==> src/rtl/alu_seq_pkg.sv <==
// Shared opcode encodings and FSM state type for the sequential ALU.
package alu_seq_pkg;

    localparam logic [4:0] OP_ADD = 5'd0;
    localparam logic [4:0] OP_SUB = 5'd1;
    localparam logic [4:0] OP_AND = 5'd2;
    localparam logic [4:0] OP_OR  = 5'd3;
    localparam logic [4:0] OP_SLL = 5'd4;
    localparam logic [4:0] OP_SRA = 5'd5;
    localparam logic [4:0] OP_MUL = 5'd6;
    localparam logic [4:0] OP_DIV = 5'd7;

    typedef enum logic [1:0] {
        IDLE,
        MUL,
        DIV,
        HOLD
    } state_t;

endpackage

==> src/rtl/alu_seq_muldiv.sv <==
// Iterative signed multiply (radix-2 shift-add) and restoring divide on
// operand magnitudes, one bit per cycle, sign applied on the final step.
module alu_seq_muldiv #(
    parameter int WIDTH = 32
) (
    input  logic             clock,
    input  logic             reset_n,
    input  logic             i_start,
    input  logic             i_is_div,
    input  logic [WIDTH-1:0] i_a,
    input  logic [WIDTH-1:0] i_b,
    output logic             o_done,
    output logic [WIDTH-1:0] o_result,
    output logic             o_overflow,
    output logic             o_exception
);

    localparam int CW = $clog2(WIDTH);

    function automatic logic [WIDTH-1:0] f_abs(input logic [WIDTH-1:0] v);
        return v[WIDTH-1] ? -v : v;
    endfunction

    logic             r_busy, r_is_div, r_neg, r_b_zero;
    logic [CW-1:0]    r_cnt;
    logic [WIDTH-1:0] r_hi, r_lo, r_opb;

    logic [WIDTH:0]     w_sum, w_shift, w_trial;
    logic [WIDTH-1:0]   w_mul_hi, w_mul_lo, w_div_hi, w_div_lo, w_quot;
    logic [2*WIDTH-1:0] w_prod, w_sprod;
    logic               w_qbit, w_mul_ovf, w_div_ovf;

    // Multiply step: {hi,lo} holds partial product and remaining multiplier bits.
    assign w_sum    = {1'b0, r_hi} + (r_lo[0] ? {1'b0, r_opb} : '0);
    assign w_mul_hi = w_sum[WIDTH:1];
    assign w_mul_lo = {w_sum[0], r_lo[WIDTH-1:1]};

    // Divide step: hi is the remainder, lo shifts dividend out and quotient in.
    assign w_shift  = {r_hi, r_lo[WIDTH-1]};
    assign w_trial  = w_shift - {1'b0, r_opb};
    assign w_qbit   = !w_trial[WIDTH];
    assign w_div_hi = w_qbit ? w_trial[WIDTH-1:0] : w_shift[WIDTH-1:0];
    assign w_div_lo = {r_lo[WIDTH-2:0], w_qbit};

    // The last iteration's next-state feeds the result directly, so the
    // top level captures it on the same edge the final bit is produced.
    assign o_done    = r_busy && (r_cnt == CW'(WIDTH - 1));
    assign w_prod    = {w_mul_hi, w_mul_lo};
    assign w_sprod   = r_neg ? -w_prod : w_prod;
    assign w_quot    = r_neg ? -w_div_lo : w_div_lo;
    assign w_mul_ovf = w_sprod[2*WIDTH-1:WIDTH] != {WIDTH{w_sprod[WIDTH-1]}};
    // A positive quotient with the top bit set only arises from MIN / -1.
    assign w_div_ovf = !r_neg && w_div_lo[WIDTH-1] && !r_b_zero;

    assign o_result    = !r_is_div ? w_sprod[WIDTH-1:0] : (r_b_zero ? '0 : w_quot);
    assign o_overflow  = r_is_div ? w_div_ovf : w_mul_ovf;
    assign o_exception = r_is_div ? (w_div_ovf || r_b_zero) : w_mul_ovf;

    // NOTE: the iteration registers are reset as well, so an abort can never leave a stale done pulse behind.
    always_ff @(posedge clock or negedge reset_n) begin
        if (!reset_n) begin
            r_busy   <= 1'b0;
            r_is_div <= 1'b0;
            r_neg    <= 1'b0;
            r_b_zero <= 1'b0;
            r_cnt    <= '0;
            r_hi     <= '0;
            r_lo     <= '0;
            r_opb    <= '0;
        end else if (i_start) begin
            r_busy   <= 1'b1;
            r_is_div <= i_is_div;
            r_neg    <= i_a[WIDTH-1] ^ i_b[WIDTH-1];
            r_b_zero <= (i_b == '0);
            r_cnt    <= '0;
            r_hi     <= '0;
            r_lo     <= f_abs(i_a);
            r_opb    <= f_abs(i_b);
        end else if (r_busy) begin
            r_cnt <= r_cnt + CW'(1);
            r_hi  <= r_is_div ? w_div_hi : w_mul_hi;
            r_lo  <= r_is_div ? w_div_lo : w_mul_lo;
            if (o_done) r_busy <= 1'b0;
        end
    end

endmodule

==> src/rtl/alu_seq.sv <==
// Registered ALU with valid/ready handshake; defining ALU_SEQ_MULDIV_EN adds
// iterative signed multiply/divide, otherwise opcodes 6/7 are illegal.
module alu_seq
    import alu_seq_pkg::*;
#(
    parameter  int WIDTH = 32,
    localparam int SHW   = $clog2(WIDTH)
) (
    input  logic             clock,
    input  logic             reset_n,
    input  logic             in_valid,
    output logic             in_ready,
    input  logic [WIDTH-1:0] data_operandA,
    input  logic [WIDTH-1:0] data_operandB,
    input  logic [4:0]       ctrl_ALUopcode,
    input  logic [SHW-1:0]   ctrl_shiftamt,
    output logic             out_valid,
    input  logic             out_ready,
    output logic [WIDTH-1:0] data_result,
    output logic             isNotEqual,
    output logic             isLessThan,
    output logic             overflow,
    output logic             exception
);

    state_t           r_state;
    logic [WIDTH-1:0] r_result;
    logic             r_valid, r_ne, r_lt, r_ovf, r_exc, r_cmp_ne, r_cmp_lt;

    logic [WIDTH-1:0] w_add, w_sub, w_res, w_md_result;
    logic             w_add_ovf, w_sub_ovf, w_ne, w_lt, w_ovf, w_exc;
    logic             w_is_mul, w_is_div, w_md_done, w_md_ovf, w_md_exc;

    assign w_add     = data_operandA + data_operandB;
    assign w_sub     = data_operandA - data_operandB;
    assign w_add_ovf = (data_operandA[WIDTH-1] == data_operandB[WIDTH-1]) &&
                       (w_add[WIDTH-1] != data_operandA[WIDTH-1]);
    assign w_sub_ovf = (data_operandA[WIDTH-1] != data_operandB[WIDTH-1]) &&
                       (w_sub[WIDTH-1] != data_operandA[WIDTH-1]);
    assign w_ne      = |w_sub;
    assign w_lt      = w_sub[WIDTH-1] ^ w_sub_ovf;

    always_comb begin
        w_res = '0;
        w_ovf = 1'b0;
        w_exc = 1'b0;
        case (ctrl_ALUopcode)
            OP_ADD: begin w_res = w_add; w_ovf = w_add_ovf; end
            OP_SUB: begin w_res = w_sub; w_ovf = w_sub_ovf; end
            OP_AND: w_res = data_operandA & data_operandB;
            OP_OR:  w_res = data_operandA | data_operandB;
            OP_SLL: w_res = data_operandA << ctrl_shiftamt;
            OP_SRA: w_res = $signed(data_operandA) >>> ctrl_shiftamt;
            default: w_exc = 1'b1;
        endcase
    end

`ifdef ALU_SEQ_MULDIV_EN
    assign w_is_mul = (ctrl_ALUopcode == OP_MUL);
    assign w_is_div = (ctrl_ALUopcode == OP_DIV);

    alu_seq_muldiv #(.WIDTH(WIDTH)) u_muldiv (
        .clock       (clock),
        .reset_n     (reset_n),
        .i_start     (in_valid && in_ready && (w_is_mul || w_is_div)),
        .i_is_div    (w_is_div),
        .i_a         (data_operandA),
        .i_b         (data_operandB),
        .o_done      (w_md_done),
        .o_result    (w_md_result),
        .o_overflow  (w_md_ovf),
        .o_exception (w_md_exc)
    );
`else
    assign w_is_mul    = 1'b0;
    assign w_is_div    = 1'b0;
    assign w_md_done   = 1'b0;
    assign w_md_result = '0;
    assign w_md_ovf    = 1'b0;
    assign w_md_exc    = 1'b0;
`endif

    // NOTE: all state and outputs change in one clocked block using non-blocking assignments only.
    always_ff @(posedge clock or negedge reset_n) begin
        if (!reset_n) begin
            r_state  <= IDLE;
            r_valid  <= 1'b0;
            r_result <= '0;
            r_ne     <= 1'b0;
            r_lt     <= 1'b0;
            r_ovf    <= 1'b0;
            r_exc    <= 1'b0;
            r_cmp_ne <= 1'b0;
            r_cmp_lt <= 1'b0;
        end else begin
            case (r_state)
                IDLE: if (in_valid) begin
                    r_cmp_ne <= w_ne;
                    r_cmp_lt <= w_lt;
                    if (w_is_mul) begin
                        r_state <= MUL;
                    end else if (w_is_div) begin
                        r_state <= DIV;
                    end else begin
                        r_state  <= HOLD;
                        r_valid  <= 1'b1;
                        r_result <= w_res;
                        r_ne     <= w_ne;
                        r_lt     <= w_lt;
                        r_ovf    <= w_ovf;
                        r_exc    <= w_exc;
                    end
                end
                MUL, DIV: if (w_md_done) begin
                    r_state  <= HOLD;
                    r_valid  <= 1'b1;
                    r_result <= w_md_result;
                    r_ne     <= r_cmp_ne;
                    r_lt     <= r_cmp_lt;
                    r_ovf    <= w_md_ovf;
                    r_exc    <= w_md_exc;
                end
                HOLD: if (out_ready) begin
                    r_state <= IDLE;
                    r_valid <= 1'b0;
                end
                default: r_state <= IDLE;
            endcase
        end
    end

    assign in_ready    = (r_state == IDLE);
    assign out_valid   = r_valid;
    assign data_result = r_result;
    assign isNotEqual  = r_ne;
    assign isLessThan  = r_lt;
    assign overflow    = r_ovf;
    assign exception   = r_exc;

endmodule

==> config.mk <==
export PLATFORM = sky130hd
export DESIGN_NAME = alu_seq
export DESIGN_NICKNAME = d
export VERILOG_FILES = /design/src/rtl/alu_seq_pkg.sv /design/src/rtl/alu_seq_muldiv.sv /design/src/rtl/alu_seq.sv
export SDC_FILE = /design/constraint.sdc
export NUM_CORES = 1
export LEC_CHECK = 0
export CORE_MARGIN = 4
export CORE_UTILIZATION = 55
export CTS_CLUSTER_DIAMETER = 80
export DETAILED_ROUTE_END_ITERATION = 6
export PLACE_DENSITY = 0.8
export RECOVER_POWER = 100
export REMOVE_ABC_BUFFERS = 1
export SYNTH_ARGS = -nofsm -noshare
export SYNTH_HDL_FRONTEND = slang
export SYNTH_HIERARCHICAL = 1
export SYNTH_SLANG_ARGS = --single-unit
==> constraint.sdc <==
create_clock -name clock -period 4 [get_ports clock]
set_clock_uncertainty 0.05 [all_clocks]
set_input_delay 0.8 -clock clock [delete_from_list [all_inputs] [get_ports clock]]
set_output_delay 0.8 -clock clock [all_outputs]
set_load 0.05 [all_outputs]
==> impl_metrics.json <==
{
  "port_buffers": 115,
  "hold_depth": 2,
  "startpoint_type": "input pin",
  "grt_max_degree": 50,
  "critical-path-max-stage-delay_ns": 0.58,
  "cp-end-kind": "register",
  "synth_edf_count": 0,
  "combPwrFrac_pct": 70.3,
  "cts_max_level": 2,
  "ctsHoldBuffers": 0,
  "hold_class": "register to register",
  "p_switching_mw": 1.47,
  "required_ns": 4.14,
  "path_cells": "buf_6, inv_4, ha_4, o21bai_4, o211ai_1, a31oi_4, a211oi_2, o21a_1, a2111o_1, nand2_2, o22ai_4, o21bai_1, a21oi_1, fa_1, nand4b_1, nor4_2, buf_4, nand4_1, or4_4, nor4_2, nand4_1, nor4_2, nor2_1",
  "io_pins": 116,
  "yosysMostFrequentCell": "nor2_1",
  "power_density_nw_per_um2": 216,
  "finalInstanceArea_sq_um": 14300,
  "numCtsBuffers": 5,
  "drive_above_1_share_pct": 30.1,
  "crit_path_start": "data_operandA[1]",
  "cts_tree": "done",
  "synthCells": 1386,
  "hold_viol": 0,
  "critical_path_class": "input pin to register",
  "critPathSlowestCell": "fa_1",
  "path_common_cell": "nor4_2",
  "die_h_microns": 142,
  "pwr-share-clk_pct": 16.9,
  "status": "finished, violations left",
  "dieWidth_microns": 142,
  "post-route-min-period_ns": 5.14,
  "violations": "DRC, capacitance limit, slew limit, setup timing",
  "min_from": "data_result[3]",
  "period_share_pct": 128,
  "wl_per_cell_microns": 25.0,
  "drt_iter0_drc": 2349,
  "crit_fanout": 2,
  "grt_use_total_pct": 45.7,
  "syn_area_sq_um": 9910,
  "max-cap-violations": 2,
  "antenna_cells": 0,
  "yosys_register_bits": 37,
  "synthArstFlopShare_pct": 100,
  "clk_latency_ns": 0.30,
  "viasPerCell": 6.83,
  "totalWireLength_microns": 48700,
  "dieArea_sq_um": 20200,
  "worstPathArrival_ns": 5.28,
  "yosysSeqAreaShare_pct": 9.34,
  "via_count": 13300,
  "p_int_mw": 1.62,
  "slew_headroom_pct": -42.4,
  "first_pass_iters": 7,
  "yosysTopAreaCell": "ha_1",
  "area_growth_pct": 44.4,
  "synthFlopType": "dfrtp_1",
  "switching_share_pct": 47.6,
  "ys_warn_count": 6,
  "netlist_top_cells_count": "nor2_1 (146), o21ai_0 (137), a21oi_1 (129), mux2i_1 (114), ha_1 (104)",
  "antenna_left": 0,
  "start_util_pct": 56.7,
  "cts.sinks": 37,
  "finalSetupViolCount": 9,
  "yosysTopAreaCellShare_pct": 13.1,
  "antenna_found_initial": 1,
  "worst_r2r_endpoint": "data_result[29]",
  "place_area_sq_um": 13200,
  "post-route-drc-count": 131,
  "place_hpwl_microns": 36300,
  "rsz0062_at_grt": "true",
  "grt_pass1_wl_microns": 72400,
  "ys_top_cells_by_area": "ha_1 (13%), mux2i_1 (12%), dfrtp_1 (9.3%), o21ai_0 (6.9%), a21oi_1 (6.5%)",
  "rrSetupSlack_ns": 0.78,
  "leakage_nw": 6.54,
  "clkSlewWorstSetupHoldPaths_ns": 0.07,
  "reg2reg_from": "r_state[0]",
  "cts_buffer_depth": 2,
  "post-route-util_pct": 81.9,
  "grt_pass1_vias": 12700,
  "r2r_cells": 9,
  "avgSynthCellArea_sq_um": 7.15,
  "core-area_sq_um": 17500,
  "overflow": 0,
  "cts-root-buf": "clkbuf_16",
  "fmax_mhz": 195,
  "worstHoldEndpoint": "data_result[3]",
  "worst_slack_ns": -1.14,
  "place.gp.congestion": 1.09,
  "drv_slew": 75,
  "netlist-cell-type-count": 79,
  "layout.nets": 1910,
  "nFillCells": 1211,
  "peakVddDrop_v": 0.000260,
  "rows": 48,
  "tightest_slew_ns": 2.14,
  "seq_power_share_pct": 12.8
}
## cell usage in the layout (no fill, tap or decap), types with 9 or more instances in the layout
cell             instances
o211ai_1                17
nand3_1                 16
o21ai_0                134
inv_2                   36
buf_4                  298
ha_1                    70
nor3_1                  34
dlygate4sd3_1           39
buf_2                   13
inv_1                   56
a22o_1                  13
mux4_2                  15
a21oi_1                121
buf_6                   19
nand4_1                  9
o22ai_1                 12
dfrtp_1                 37
clkdlybuf4s50_1         26
dlygate4sd2_1           13
ha_4                    30
o221ai_1                10
nand2_1                 91
mux2i_1                114
nand2b_1                27
o31ai_1                 11
xnor2_1                 37
a211oi_1                24
a21o_1                  16
a221oi_1                14
nor2_1                 143
o21bai_1                12
## final cells by class
class                      instances  area (sq um)  share of cell area, %
inverter                          98           385                   2.69
clock buffer                       6           139                  0.971
sequential                        37           926                   6.47
multi-input combinational       1147          9000                   62.9
tap                              225           282                   1.97
clock inverter                     2          37.5                  0.262
timing repair buffer             436          3540                   24.7
## timing repair
| action | CTS | global route |
|---|---|---|
| buffers inserted | 34 | 13 |
| gates resized for setup | 243 | 72 |
| pin swaps | 60 | 46 |
| endpoints found under the hold margin | 0 | 0 |
| setup endpoints to repair | 15 | 12 |
## how the worst max path moves through the flow
stage | endpoint | slack, ns
2_1_floorplan | isNotEqual | -1.15
3_3_place_gp | isNotEqual | -1.98
3_5_place_dp | isNotEqual | -2.17
4_1_cts | isNotEqual | -1.37
5_1_grt | isNotEqual | -1.30
6_report | isNotEqual | -1.14
## cells by family (layout without fill, tap and decap cells)
kind of cell / Yosys count / after routing / share of synthesized area, %
simple gates: 385 / 385 / 18.1
compound gates: 476 / 476 / 31.4
flops: 37 / 37 / 9.34
mux: 135 / 135 / 15.6
buf+inv: 202 / 542 / 7.94
xor+xnor: 44 / 44 / 3.89
fa+ha+maj: 107 / 107 / 13.7
## sequential cells by signal (all words and copies together), names as in the netlist
signal       count
data_result     32
exception        1
isLessThan       1
isNotEqual       1
overflow         1
r_state          1
## worst max-delay path, delay by kind of cell
kind	cells	cell delay (ns)
AOI/OAI and AO/OA	9	1.76
adders and majority gates	2	0.79
buffers and inverters	3	0.31
and+or+nand+nor	9	1.61
## stage by stage
step	hold WS, ns	std cells	power [mW]	TNS [ns]	setup slack, ns
final	0.424	1951	3.09	-2.73	-1.14
after global routing	0.455	1951	3.18	-4.25	-1.30
after CTS	0.434	1944	2.90	-1.92	-1.37
after detailed placement	0.419	1915	2.27	-11.71	-2.17
after global placement	0.412	1915	2.25	-10.23	-1.98
after floorplan	0.454	1282	1.36	-1.94	-1.15
## per-layer routing
layer / up-vias / GRT usage [%] / routed length [microns]
li1: 5747 / - / -
met1: 6115 / 60.2 / 18100
met2: 1147 / 70.3 / 20600
met3: 321 / 10.9 / 6720
met4: 2 / 22.3 / 3340
met5: - / 0 / 16
## power by group through the flow
| stage | Combinational [mW] | Clock (mW) | Sequential (mW) |
|---|---|---|---|
| after floorplan | 0.903 | 0 | 0.452 |
| after global placement | 1.84 | 0 | 0.403 |
| after detailed placement | 1.86 | 0 | 0.404 |
| after CTS | 2.00 | 0.510 | 0.397 |
| after global routing | 2.26 | 0.522 | 0.398 |
| final | 2.17 | 0.522 | 0.397 |
(Power assumes the default switching activity.)
